<file path="config.mk">
export PLATFORM = sky130hd
export DESIGN_NAME = rr_mux6_arb
export DESIGN_NICKNAME = d
export VERILOG_FILES = /design/src/rtl/rr_mux6_arb.sv
export SDC_FILE = /design/constraint.sdc
export NUM_CORES = 1
export LEC_CHECK = 0
export BUFFER_PORTS_ARGS = -buffer_cell sky130_fd_sc_hd__buf_4
export CORE_UTILIZATION = 40
export CTS_CLUSTER_SIZE = 16
export DETAILED_ROUTE_END_ITERATION = 8
export HOLD_SLACK_MARGIN = 0.05
export SYNTH_ARGS = -nofsm -noshare
export SYNTH_HDL_FRONTEND = slang
export SYNTH_SLANG_ARGS = --single-unit
</file>
<file path="constraint.sdc">
create_clock -name clk -period 7.14 [get_ports clk]
set_input_delay 0.714 -clock clk [delete_from_list [all_inputs] [get_ports clk]]
set_output_delay 0.714 -clock clk [all_outputs]
set_load 0.005 [all_outputs]
</file>
<file path="src/rtl/rr_mux6_arb.sv">
// rr_mux6_arb: round-robin arbiter for six requesters feeding a one-hot 6:1 mux.
// A grant tenure lasts until the owner drops its request or completes
// MAXBURST transfers; the pointer then moves past the owner so access rotates.
module rr_mux6_arb #(
  parameter int K        = 4,
  parameter int MAXBURST = 4
) (
  input  logic         clk,
  input  logic         rst,
  input  logic [5:0]   req,
  input  logic [K-1:0] d0,
  input  logic [K-1:0] d1,
  input  logic [K-1:0] d2,
  input  logic [K-1:0] d3,
  input  logic [K-1:0] d4,
  input  logic [K-1:0] d5,
  input  logic         out_ready,
  output logic [5:0]   gnt,
  output logic [5:0]   ack,
  output logic         out_valid,
  output logic [K-1:0] out_data
);

  typedef enum logic {IDLE, GRANT} state_t;

  state_t     state_q;
  logic [5:0] gnt_q;
  logic [2:0] ptr_q;
  logic [3:0] cnt_q;

  logic [5:0] gnt_d;
  logic [2:0] ptr_d;
  logic       pick_found;
  logic [2:0] pick_idx;
  logic [2:0] cand;
  logic [2:0] owner_idx;
  logic       owner_req;
  logic       transfer;
  logic       last_beat;
  logic       release_now;

  logic [K-1:0] d_arr  [6];
  logic [K-1:0] masked [6];

  assign d_arr[0] = d0;
  assign d_arr[1] = d1;
  assign d_arr[2] = d2;
  assign d_arr[3] = d3;
  assign d_arr[4] = d4;
  assign d_arr[5] = d5;

  // Priority scan starting at ptr, wrapping modulo 6; first requester wins.
  always_comb begin
    pick_found = 1'b0;
    pick_idx   = 3'd0;
    cand       = 3'd0;
    for (int k = 0; k < 6; k++) begin
      cand = 3'(({1'b0, ptr_q} + 4'(k)) % 4'd6);
      if (!pick_found && req[cand]) begin
        pick_found = 1'b1;
        pick_idx   = cand;
      end
    end
    gnt_d = 6'b000001 << pick_idx;
  end

  // Encode the current owner index from the one-hot grant.
  always_comb begin
    owner_idx = 3'd0;
    for (int i = 0; i < 6; i++) begin
      if (gnt_q[i]) owner_idx = 3'(i);
    end
    ptr_d = (owner_idx == 3'd5) ? 3'd0 : owner_idx + 3'd1;
  end

  // Handshake and tenure-release decisions for the current owner.
  always_comb begin
    owner_req   = (state_q == GRANT) && ((req & gnt_q) != 6'b0);
    transfer    = owner_req && out_ready;
    last_beat   = (cnt_q == 4'(MAXBURST - 1));
    release_now = !owner_req || (transfer && last_beat);
  end

  assign gnt       = gnt_q;
  assign out_valid = owner_req;
  assign ack       = transfer ? gnt_q : 6'b0;

  // Each lane is gated by its own grant bit; the OR forms the one-hot mux.
  generate
    for (genvar gi = 0; gi < 6; gi++) begin : g_lane
      assign masked[gi] = {K{gnt_q[gi]}} & d_arr[gi];
    end
  endgenerate

  // Combine the gated lanes; zero when nobody owns the mux.
  always_comb begin
    out_data = '0;
    for (int i = 0; i < 6; i++) begin
      out_data = out_data | masked[i];
    end
  end

  // Arbiter FSM: grant selection, burst counting and pointer rotation.
  always_ff @(posedge clk) begin
    if (rst) begin
      state_q <= IDLE;
      gnt_q   <= 6'b0;
      ptr_q   <= 3'd0;
      cnt_q   <= 4'd0;
    end else begin
      case (state_q)
        IDLE: begin
          gnt_q <= 6'b0;
          if (pick_found) begin
            gnt_q   <= gnt_d;
            cnt_q   <= 4'd0;
            state_q <= GRANT;
          end
        end
        GRANT: begin
          if (release_now) begin
            state_q <= IDLE;
            gnt_q   <= 6'b0;
            ptr_q   <= ptr_d;
            cnt_q   <= 4'd0;
          end else if (transfer) begin
            cnt_q <= cnt_q + 4'd1;
          end
        end
        default: begin
          state_q <= IDLE;
          gnt_q   <= 6'b0;
        end
      endcase
    end
  end

endmodule

</file>
==> metrics.txt, run 1 <==
Worst R2R Start ptr_q[2]; clock power share 10.4%; Non-Filler Instances 356; core area 4848 um^2; worst hold slack 0.4801 ns; Cell Area, Synth 2073 um^2; post-DR vias/cell 5.823; # port buffers 49; TritonCTS Buffers 3; unrepaired setup endpoints after global routing false; Routed WL 5751 um; final hold violation count 0; Critical Path Start ptr_q[2]; instance count on the critical path 11; power per cell area 302.2 nW/um^2; CP max stage delay 0.89 ns; EDFF count, synth 0; hold path startpoint cnt_q[1]; Skew-Pair Late Insertion Delay 0.25 ns; Final Setup Violations 0; LEAKAGE 1.009 nW; CP endpoint kind register; global-route wire length before repair 9101 um; largest net degree at the start of global routing 26; Die Width 74.00 um; sw frac 48.28%; Remaining DRCs 0; worst rel slew slack 41.41%; Ant. Diodes 0; cell with the most instances after synthesis nor2_1; vias in the first global route 1880; Die Ht 74.00 um; post-DP HPWL 4375 um; fmax 267.1 MHz; row count 25; worst path required time 7.34 ns; Post-Route Utilization 51.28%; # H-tree levels 1; fin crit share 52.44%; syn nets 296; clk slew on worst S/H paths 0.06 ns; IO Pins 50; Async SR Flop Fraction 0%; YS warnings 0; hold crit path type reg -> reg; DR pass1 iterations 4; Post-CTS Setup Inserts 0; Synth cell types 73; Pins Over Slew Limit 0; cells after synthesis 250; Routed Antenna Nets 0; CP Class reg -> reg; area of the die 5475 um^2; Congestion Overflow GR 0; cts hold-fix bufs 0; min cycle time layout 3.744 ns; vias 2073; top cell type by total area after synthesis dfxtp_1; root buf cell clkbuf_8; average wire per standard cell 16.15 um; status complete, no violations; critical-path maximum fanout 18; initial antenna violation count 0; max-cap viol count 0; Clock Path Buffers 2; top post-synthesis cells by area dfxtp_1 14%, ha_1 7.8%, a22oi_1 5.4%, a21oi_1 3.4%, and3_1 3.3%; Sink Count 14; P_int 0.3886 mW; sequential share of the synthesized area 13.52%; placed instance count 352; post-synth top area share 13.52%; Worst-Margin Slew 0.8777 ns; Final nets 336; CTS resizes 0; Main synth FF type dfxtp_1; Routability Congestion 0.8636; Synth top cells by count 17 x nor2_1, 15 x a22oi_1, 14 x a21oi_1, 14 x dfxtp_1, 14 x nand2_1; P_sw 0.3627 mW; post-place setup slack 3.412 ns; combinational group share of total power 72.5%; Slowest-stage cell, CP dfxtp_1; CP Launch Type register; Peak VDD IR 150.7 uV; synthesis-to-layout area growth 19.92%; Total GRT Usage 21.39%; Avg Cell Area, Syn 8.293 um^2; Flop pwr share 17.1%; worst r2r path cells 11; fin worst setup slack 3.396 ns; Critical Path, Cell by Cell inv_1, ha_1, a211oi_2, xnor2_1, mux2_2, and3_1, and2_1, a21oi_2, nor3b_2, nor2b_2, a32o_2; Final TNS setup 0 ns; WP buf/inv 1; Worst Clk Skew 0.007002 ns; Initial Utilization 42.76%; crit path DAT 3.94 ns; number of synthesized register bits 14; Hold Crit Depth 2; initial DRC count 142; CTS tree done; Top delay family on crit path simple AND/OR/NAND/NOR gates; share of layout cells above drive strength 1 30.10%
==> metal layers <==
| layer | routed length [um] | GRT usage (%) |
|---|---|---|
| met5 | 0 | 0 |
| met4 | 40 | 3.846 |
| met3 | 359 | 3.794 |
| met2 | 2649 | 34.24 |
| met1 | 2701 | 30.28 |
==> power by group through the flow <==
stage | Combinational (mW) | Sequential [mW] | Clock (mW)
floorplan | 0.421 | 0.109 | 0
global placement | 0.533 | 0.130 | 0
detailed placement | 0.530 | 0.130 | 0
CTS | 0.533 | 0.129 | 0.0785
global route | 0.593 | 0.132 | 0.0825
finish | 0.544 | 0.129 | 0.0781
==> cell usage in the layout (no fill, tap or decap), types with 2 or more instances in the layout <==
cell type,instances
o2111ai_1,2
buf_4,50
nand2b_1,5
nand4_1,2
nor2b_1,2
and2_1,7
inv_1,6
nand3_1,11
or3_1,3
a211o_1,2
a22oi_1,15
a211oi_1,6
o31ai_1,2
o211a_1,2
nand2_1,14
a21oi_1,14
and3_1,11
a311oi_1,2
ha_1,13
a32oi_1,2
nor4b_1,2
mux2i_1,6
o2bb2ai_1,2
a21oi_2,2
clkbuf_8,4
nor3_1,5
o211ai_1,2
nor3_2,2
or2_1,3
mux2_2,5
o21ai_0,11
nor2_1,17
xnor2_1,5
or2_2,2
dfxtp_1,14
==> registers in the layout (all words and copies together) (netlist names) <==
| signal | cells |
|---|---|
| ptr_q | 3 |
| cnt_q | 4 |
| gnt | 6 |
| state_q | 1 |
==> through the flow <==
stage | instance area (um^2) | power, mW
4_1_cts | 2486 | 0.7402
3_5_place_dp | 2431 | 0.6601
2_1_floorplan | 2073 | 0.5298
6_report | 2486 | 0.7513
3_3_place_gp | 2431 | 0.6632
5_1_grt | 2486 | 0.8078
==> final cells by class <==
cell class / count / area (um^2)
Timing Repair Buffer: 50 / 375.4
Inverter: 6 / 22.52
Clock buffer: 4 / 55.05
Fill cell: 463 / 2362
Tap cell: 67 / 83.83
Multi-Input combinational cell: 215 / 1669
Sequential cell: 14 / 280.3
==> worst reg2reg max path, stage by stage, from the launching register on <==
cell	delay (ns)
dfxtp_1	0.89
inv_1	0.20
ha_1	0.41
a211oi_2	0.27
xnor2_1	0.20
mux2_2	0.41
and3_1	0.24
and2_1	0.22
a21oi_2	0.19
nor3b_2	0.27
nor2b_2	0.21
a32o_2	0.17
==> worst paths after layout <==
kind / to / slack (ns)
worst min register to register: cnt_q[1] / 0.48
worst max-delay path: gnt[0] / 3.40
worst min-delay path: cnt_q[1] / 0.48
worst max register to register: gnt[0] / 3.40
==> logic make-up after synthesis <==
logic type / after synthesis / synth area share (%)
adder cells (fa/ha/maj): 13 / 7.846
buffers and inverters: 21 / 5.974
flip-flops: 14 / 13.52
XOR/XNOR: 9 / 5.734
multiplexers: 13 / 7.362
AO/OA/AOI/OAI: 80 / 29.81
AND/OR/NAND/NOR: 100 / 29.75
No activity file was read; power rests on OpenSTA's default activity.
==> run 2: changes to the inputs <==
--- a/config.mk
+++ b/config.mk
@@ -5,11 +5,13 @@
 export SDC_FILE = /design/constraint.sdc
 export NUM_CORES = 1
 export LEC_CHECK = 0
+export ABC_AREA = 1
 export BUFFER_PORTS_ARGS = -buffer_cell sky130_fd_sc_hd__buf_4
 export CORE_UTILIZATION = 40
 export CTS_CLUSTER_SIZE = 16
 export DETAILED_ROUTE_END_ITERATION = 8
 export HOLD_SLACK_MARGIN = 0.05
+export PLACE_DENSITY = 0.65
 export SYNTH_ARGS = -nofsm -noshare
 export SYNTH_HDL_FRONTEND = slang
 export SYNTH_SLANG_ARGS = --single-unit
==> constraint.sdc (replaced) <==
create_clock -name clk -period 3.2 [get_ports clk]
set_input_delay 0.32 -clock clk [delete_from_list [all_inputs] [get_ports clk]]
set_output_delay 0.32 -clock clk [all_outputs]
set_load 0.005 [all_outputs]
==> run 2 against run 1 <==
  * Clock skew down 0.00087 ns
  * Non-clock buffer count up 5
  * Sequential share of layout area down 0.096 points
  * Area after synthesis down 3.3%
  * Wire length down 5.2%
  * Synthesized cell count up 40%
  * Sequential power up 110%
  * Combinational power rose to 3.9 times the previous value
  * Register-to-register slack worse by 3.0 ns
  * Utilization up 1.1 points
  * Critical endpoint is now cnt_q[2]
==> metrics.txt, run 2 <==
status complete, no violations; leading cell type in the layout, fill and taps excluded nand2_1; most frequent cells in the layout 104 x nand2_1, 55 x buf_4, 48 x inv_1, 39 x nand3_1, 35 x nor2_1; FF/Latch Area 280.3 um^2 (unchanged); worst rel slew slack 68.76% (+27 points); Worst Clk Skew 0.006131 ns (-0.0008708 ns); Congestion Overflow GR 0 (unchanged); Post-CTS Setup Inserts 0 (unchanged); Initial Utilization 41.88% (-0.88 points); Largest register FFs 6 (unchanged); Remaining DRCs 0 (unchanged); unrepaired setup endpoints after global routing false; syn nets 395 (+33%); CTS tree done; min cycle time layout 2.772 ns (-0.9720 ns); post-DR vias/cell 4.925 (-15%); Worst-Margin Slew 0.4655 ns (-0.4122 ns); CP Launch Type register; average wire per standard cell 11.65 um (-28%); Synth top cells by count 104 x nand2_1, 48 x inv_1, 39 x nand3_1; CTS resizes 0 (unchanged); vias in the first global route 2003 (+6.5%); Ant. Diodes 0 (unchanged); CP Class reg -> reg; post-DP HPWL 4470 um (+2.2%); Sink Count 14 (unchanged); Die Width 72.79 um (-1.6%); Clock Path Buffers 2 (unchanged); # H-tree levels 1 (unchanged); cell with the most instances after synthesis nand2_1; crit path DAT 2.91 ns (-1.03 ns); hold crit path type in -> reg; post-place setup slack 0.4455 ns (-2.967 ns); cells after synthesis 349 (+40%); Routability Congestion 0.8182 (-5.3%); sequential share of the synthesized area 13.98% (+0.46 points); post-synth top area share 19.48% (+6.0 points); largest net degree at the start of global routing 20 (-23%); Cell Area, Synth 2004 um^2 (-3.3%); fin worst setup slack 0.4277 ns (-2.968 ns); global-route wire length before repair 9059 um (-0.46%); fmax 360.7 MHz (+35%); fin crit share 86.63% (+34 points); clk slew on worst S/H paths 0.06 ns (about the same); final hold violation count 0 (unchanged); Synth cell types 37 (-49%); synthesis-to-layout area growth 25.09%; max-cap viol count 0 (unchanged); Routed Antenna Nets 0 (unchanged); cts hold-fix bufs 0 (unchanged); Async SR Flop Fraction 0% (unchanged); Routed WL 5453 um (-5.2%); top cell type by total area after synthesis nand2_1; worst path required time 3.34 ns (-4.00 ns); DR pass1 iterations 4 (unchanged); Die Ht 72.79 um (-1.6%); vias 2305 (+11%); LEAKAGE 1.333 nW (+32%); Final Setup Violations 0 (unchanged); fillers 507 (+9.5%); Pins Over Slew Limit 0 (unchanged); top post-synthesis cells by area nand2_1 19%, dfxtp_1 14%, nand3_1 9.7%, inv_1 9.0%, ha_1 8.1%; # port buffers 49 (unchanged); Final TNS setup 0 ns (unchanged); Total GRT Usage 21.19% (-0.20 points); Post-Route Utilization 52.39% (+1.1 points); CP endpoint kind register; Avg Cell Area, Syn 5.743 um^2 (-31%); initial DRC count 172 (+21%); number of synthesized register bits 14 (unchanged); Main synth FF type dfxtp_1; root buf cell clkbuf_8; area of the die 5298 um^2 (-3.2%); critical-path maximum fanout 10 (-8); share of layout cells above drive strength 1 23.94% (-6.2 points); Skew-Pair Late Insertion Delay 0.25 ns (about the same); YS warnings 0 (unchanged); multi-input logic area 1475 um^2 (-12%); Peak VDD IR 476.1 uV (+220%); TritonCTS Buffers 3 (unchanged); row count 25 (unchanged); core area 4786 um^2 (-1.3%); EDFF count, synth 0 (unchanged); Final nets 448 (+33%); initial antenna violation count 0 (unchanged); power per cell area 1014 nW/um^2 (+240%); IO Pins 50 (unchanged)
-- run 2: area by class of cell --
class | count | share of cell area (%)
multi-input combinational | 275 | 58.83
sequential | 14 | 11.18
timing repair buffer | 55 | 16.47
clock buffer | 4 | 2.196
inverter | 53 | 7.984
tap | 67 | 3.343
-- run 2: metrics by stage --
| step | cells | instance area [um^2] | power, mW | hold slack (ns) |
|---|---|---|---|---|
| floorplan | 349 | 2004 | 1.910 | 0.4650 |
| global placement | 464 | 2452 | 2.330 | 0.4807 |
| detailed placement | 464 | 2452 | 2.359 | 0.4906 |
| CTS | 468 | 2507 | 2.540 | 0.2941 |
| global route | 468 | 2507 | 2.863 | 0.3082 |
| finish | 468 | 2507 | 2.541 | 0.2980 |
-- run 2: path summary, 6_finish.rpt --
kind,endpoint,slack [ns],depth (start not counted),from
setup reg to reg,cnt_q[2],0.43,18,ptr_q[1]
hold reg to reg,cnt_q[0],0.50,2,cnt_q[0]
hold / removal,state_q,0.30,2,rst
setup / recovery,cnt_q[2],0.43,18,ptr_q[1]
-- run 2: worst max-delay path, cell delays in order, from the launching register on --
cell and delay, ns:
dfxtp_1 0.32, inv_1 0.16, ha_1 0.51, inv_1 0.13
nand2_1 0.11, nand3_2 0.10, nand2_1 0.08, nand2_2 0.06
nand2_2 0.11, nand2_1 0.06, nand3_1 0.13, nand3_4 0.09
nor2_4 0.16, nand2_2 0.06, o21ai_2 0.17, nand2_2 0.12
nand2_1 0.09, xor2_1 0.15, nor2_1 0.05
-- run 2: per-layer routing --
| layer | wire length (um) | GRT usage (%) | share of wire (%) | vias up |
|---|---|---|---|---|
| met5 | 0 | 0 | 0 | - |
| met4 | 23 | 2.614 | 0.42 | 0 |
| met3 | 139 | 3.315 | 2.5 | 5 |
| met2 | 2625 | 34.79 | 48 | 26 |
| met1 | 2665 | 29.93 | 49 | 1046 |
| li1 | - | - | - | 1228 |
-- run 2: cells by family after synthesis --
logic type,after synthesis,synth area share (%)
AO/OA/AOI/OAI,38,11.80
buffers and inverters,60,12.42
flip-flops,14,13.98
AND/OR/NAND/NOR,222,52.81
XOR/XNOR,2,0.8741
adder cells (fa/ha/maj),13,8.115
-- run 2: power by group --
group          switching (mW)  internal [mW]
Clock                  0.0656          0.109
Sequential             0.0469          0.221
Combinational            1.38          0.716
Total                    1.50           1.05
==> run 3: changes to the inputs <==
--- a/config.mk
+++ b/config.mk
@@ -5,13 +5,11 @@
 export SDC_FILE = /design/constraint.sdc
 export NUM_CORES = 1
 export LEC_CHECK = 0
-export ABC_AREA = 1
 export BUFFER_PORTS_ARGS = -buffer_cell sky130_fd_sc_hd__buf_4
 export CORE_UTILIZATION = 40
 export CTS_CLUSTER_SIZE = 16
 export DETAILED_ROUTE_END_ITERATION = 8
 export HOLD_SLACK_MARGIN = 0.05
-export PLACE_DENSITY = 0.65
 export SYNTH_ARGS = -nofsm -noshare
 export SYNTH_HDL_FRONTEND = slang
 export SYNTH_SLANG_ARGS = --single-unit
==> run 3 against run 2 <==
  * Count of clock-buffer cells in the layout fell by 1
  * Critical path depth fell by 7
  * Via count fell by 6.8%
  * Setup slack got worse by 0.24 ns
  * Highest routed layer unchanged
  * Sequential share of layout area fell by 0.30 points
  * Combinational power fell by 38%
  * Clock skew fell by 0.0026 ns
  * Largest cell class unchanged
  * Non-clock buffer count rose by 5
  * Utilization rose by 0.74 points
  * Flip-flop and latch count did not move
  * Clock power fell by 19%
  * Largest power group unchanged
==> metrics.txt, run 3 (synthesis gave the netlist of run 1 again) <==
status complete, no violations; root buf cell clkbuf_8; CP Launch Type register; post-place setup slack 0.1690 ns (-0.2764 ns); Clock Path Buffers 2 (unchanged); hold crit path type in -> reg; post-DP HPWL 4686 um (+4.8%); hold path startpoint rst; WHS Endpoint cnt_q[2]; fillers 484 (-4.5%); post-DR vias/cell 5.885 (+19%); worst path required time 3.39 ns (+0.05 ns); Top Metal Used met4; row count 25 (unchanged); Final nets 346 (-23%); CTS tree done; Pins Over Slew Limit 0 (unchanged); Critical Path, Cell by Cell inv_1, ha_1, a211oi_2, xnor2_2, mux2_2, and3_1, and2_1, a21oi_2, nor3b_4, nor2b_2, a32o_2; # H-tree levels 1 (unchanged); Peak VDD IR 357.0 uV (-25%); Worst R2R Start ptr_q[2]; Ant. Diodes 0 (unchanged); final hold violation count 0 (unchanged); WL met3 315 um (+130%); critical-path maximum fanout 5 (-5); Hold Crit Depth 2 (unchanged); Die Width 74.00 um (+1.7%); Sink Count 14 (unchanged); IO Pins 50 (unchanged); power per cell area 669.1 nW/um^2 (-34%); leading cell type in the layout, fill and taps excluded buf_4; TritonCTS Buffers 3 (unchanged); fin crit share 94.13% (+7.5 points); most frequent cells in the layout 60 x buf_4, 17 x nor2_1, 15 x a22oi_1, 14 x nand2_1, 14 x dfxtp_1; Congestion Overflow GR 0 (unchanged); initial DRC count 125 (-27%); Final Setup Violations 0 (unchanged); min cycle time layout 3.012 ns (+0.2397 ns); CP endpoint kind register; worst rel slew slack 67.64% (-1.1 points); crit path DAT 3.20 ns (+0.29 ns); core area 4848 um^2 (+1.3%); fmax 332.0 MHz (-8.0%); Remaining DRCs 0 (unchanged); CP max stage delay 0.41 ns (-0.10 ns); fin worst setup slack 0.1880 ns (-0.2397 ns); Routed Antenna Nets 0 (unchanged); DR WL met2 2666 um (+1.6%); vias 2148 (-6.8%); average wire per standard cell 16.38 um (+41%); worst r2r path cells 11 (-7); largest net degree at the start of global routing 15 (-25%); max-cap viol count 0 (unchanged); r2r setup slk 0.19 ns (-0.24 ns); FF/Latch Area 280.3 um^2 (unchanged); LEAKAGE 1.060 nW (-20%); Die Ht 74.00 um (+1.7%); area of the die 5475 um^2 (+3.3%); Routed WL 5979 um (+9.6%); multi-input logic area 1698 um^2 (+15%); cts hold-fix bufs 0 (unchanged); initial antenna violation count 0 (unchanged); Worst Clk Skew 0.003529 ns (-0.002601 ns); global-route wire length before repair 9473 um (+4.6%); Initial Utilization 42.76% (+0.88 points); worst hold slack 0.3492 ns (+0.05112 ns); Worst R2R End gnt[0]; share of layout cells above drive strength 1 33.89% (+10 points); Slowest-stage cell, CP mux2_2; Skew-Pair Late Insertion Delay 0.25 ns (about the same); Largest register FFs 6 (unchanged); Routability Congestion 0.9359 (+14%); vias in the first global route 1940 (-3.1%); DR pass1 iterations 4 (unchanged); wire length on met1 2935 um (+10%); CP Class reg -> reg; clk slew on worst S/H paths 0.05 ns (about the same); Total GRT Usage 22.26% (+1.1 points); synthesis-to-layout area growth 24.26%; Worst-Margin Slew 0.4825 ns (+0.01697 ns); # port buffers 49 (unchanged)
## run 3: cell count changes in the layout (fill, tap and decap cells not counted), sizes merged, moves of 6 or more
cell	before	now
inv	52	6
nand2	122	15
a211oi	0	7
a22oi	0	15
nor2	39	17
and2	0	7
nor3	2	8
xnor2	0	6
mux2i	0	7
nand3	42	11
and3	0	12
nand4	14	2
## run 3: metal layers
metal | global-route usage [%] | up-vias
met5 | 0 | -
met3 | 3.117 | 7
met4 | 3.846 | 0
li1 | - | 1053
met1 | 33.17 | 1019
met2 | 34.34 | 69
## run 3: repair_timing
action	CTS	global route
buffers inserted	0	0
endpoints found under the setup margin	0	7
hold endpoints to repair	0	0
resized for setup	0	6
## run 3: worst max-delay path, delay by kind of cell (launching register included)
kind            cells  cell delay (ns)
xor+xnor            1             0.17
buf+inv             1             0.08
flops               1             0.34
fa+ha+maj           1             0.37
compound gates      3             0.67
simple gates        4             0.90
mux                 1             0.41
## run 3: how the worst max path moves through the flow
stage / start / cells after the start / end
4_1_cts: ptr_q[0] / 11 / gnt[4]
6_report: ptr_q[2] / 11 / gnt[0]
3_3_place_gp: ptr_q[2] / 11 / gnt[4]
2_1_floorplan: ptr_q[0] / 15 / gnt[0]
3_5_place_dp: ptr_q[2] / 11 / gnt[4]
5_1_grt: ptr_q[2] / 11 / gnt[0]
## run 3: through the flow
step                instance area [um^2]   TNS [ns]  std cells  utilization, %  power, mW
global placement                    2506          0        362           51.69      1.527
CTS                                 2547          0        365           52.54      1.672
global route                        2576  -0.003469        365           53.14      1.857
floorplan                           2073          0        250               -      1.182
detailed placement                  2506          0        362           51.69      1.526
finish                              2576          0        365           53.14      1.724
## run 3: area by class of cell
type                    instances  share of cell area (%)
clock buffers                   3                   1.603
inverters                       6                  0.8742
multi-input cells             215                   65.91
flip-flops and latches         14                   10.88
well taps                      67                   3.254
repair buffers                 60                   17.48
## run 3: where the power goes
group | internal [mW] | leakage, nW | switching (mW)
clock | 0.0832 | 0.0216 | 0.0581
sequential | 0.206 | 0.114 | 0.0726
combinational | 0.608 | 0.925 | 0.695
total | 0.898 | 1.06 | 0.826
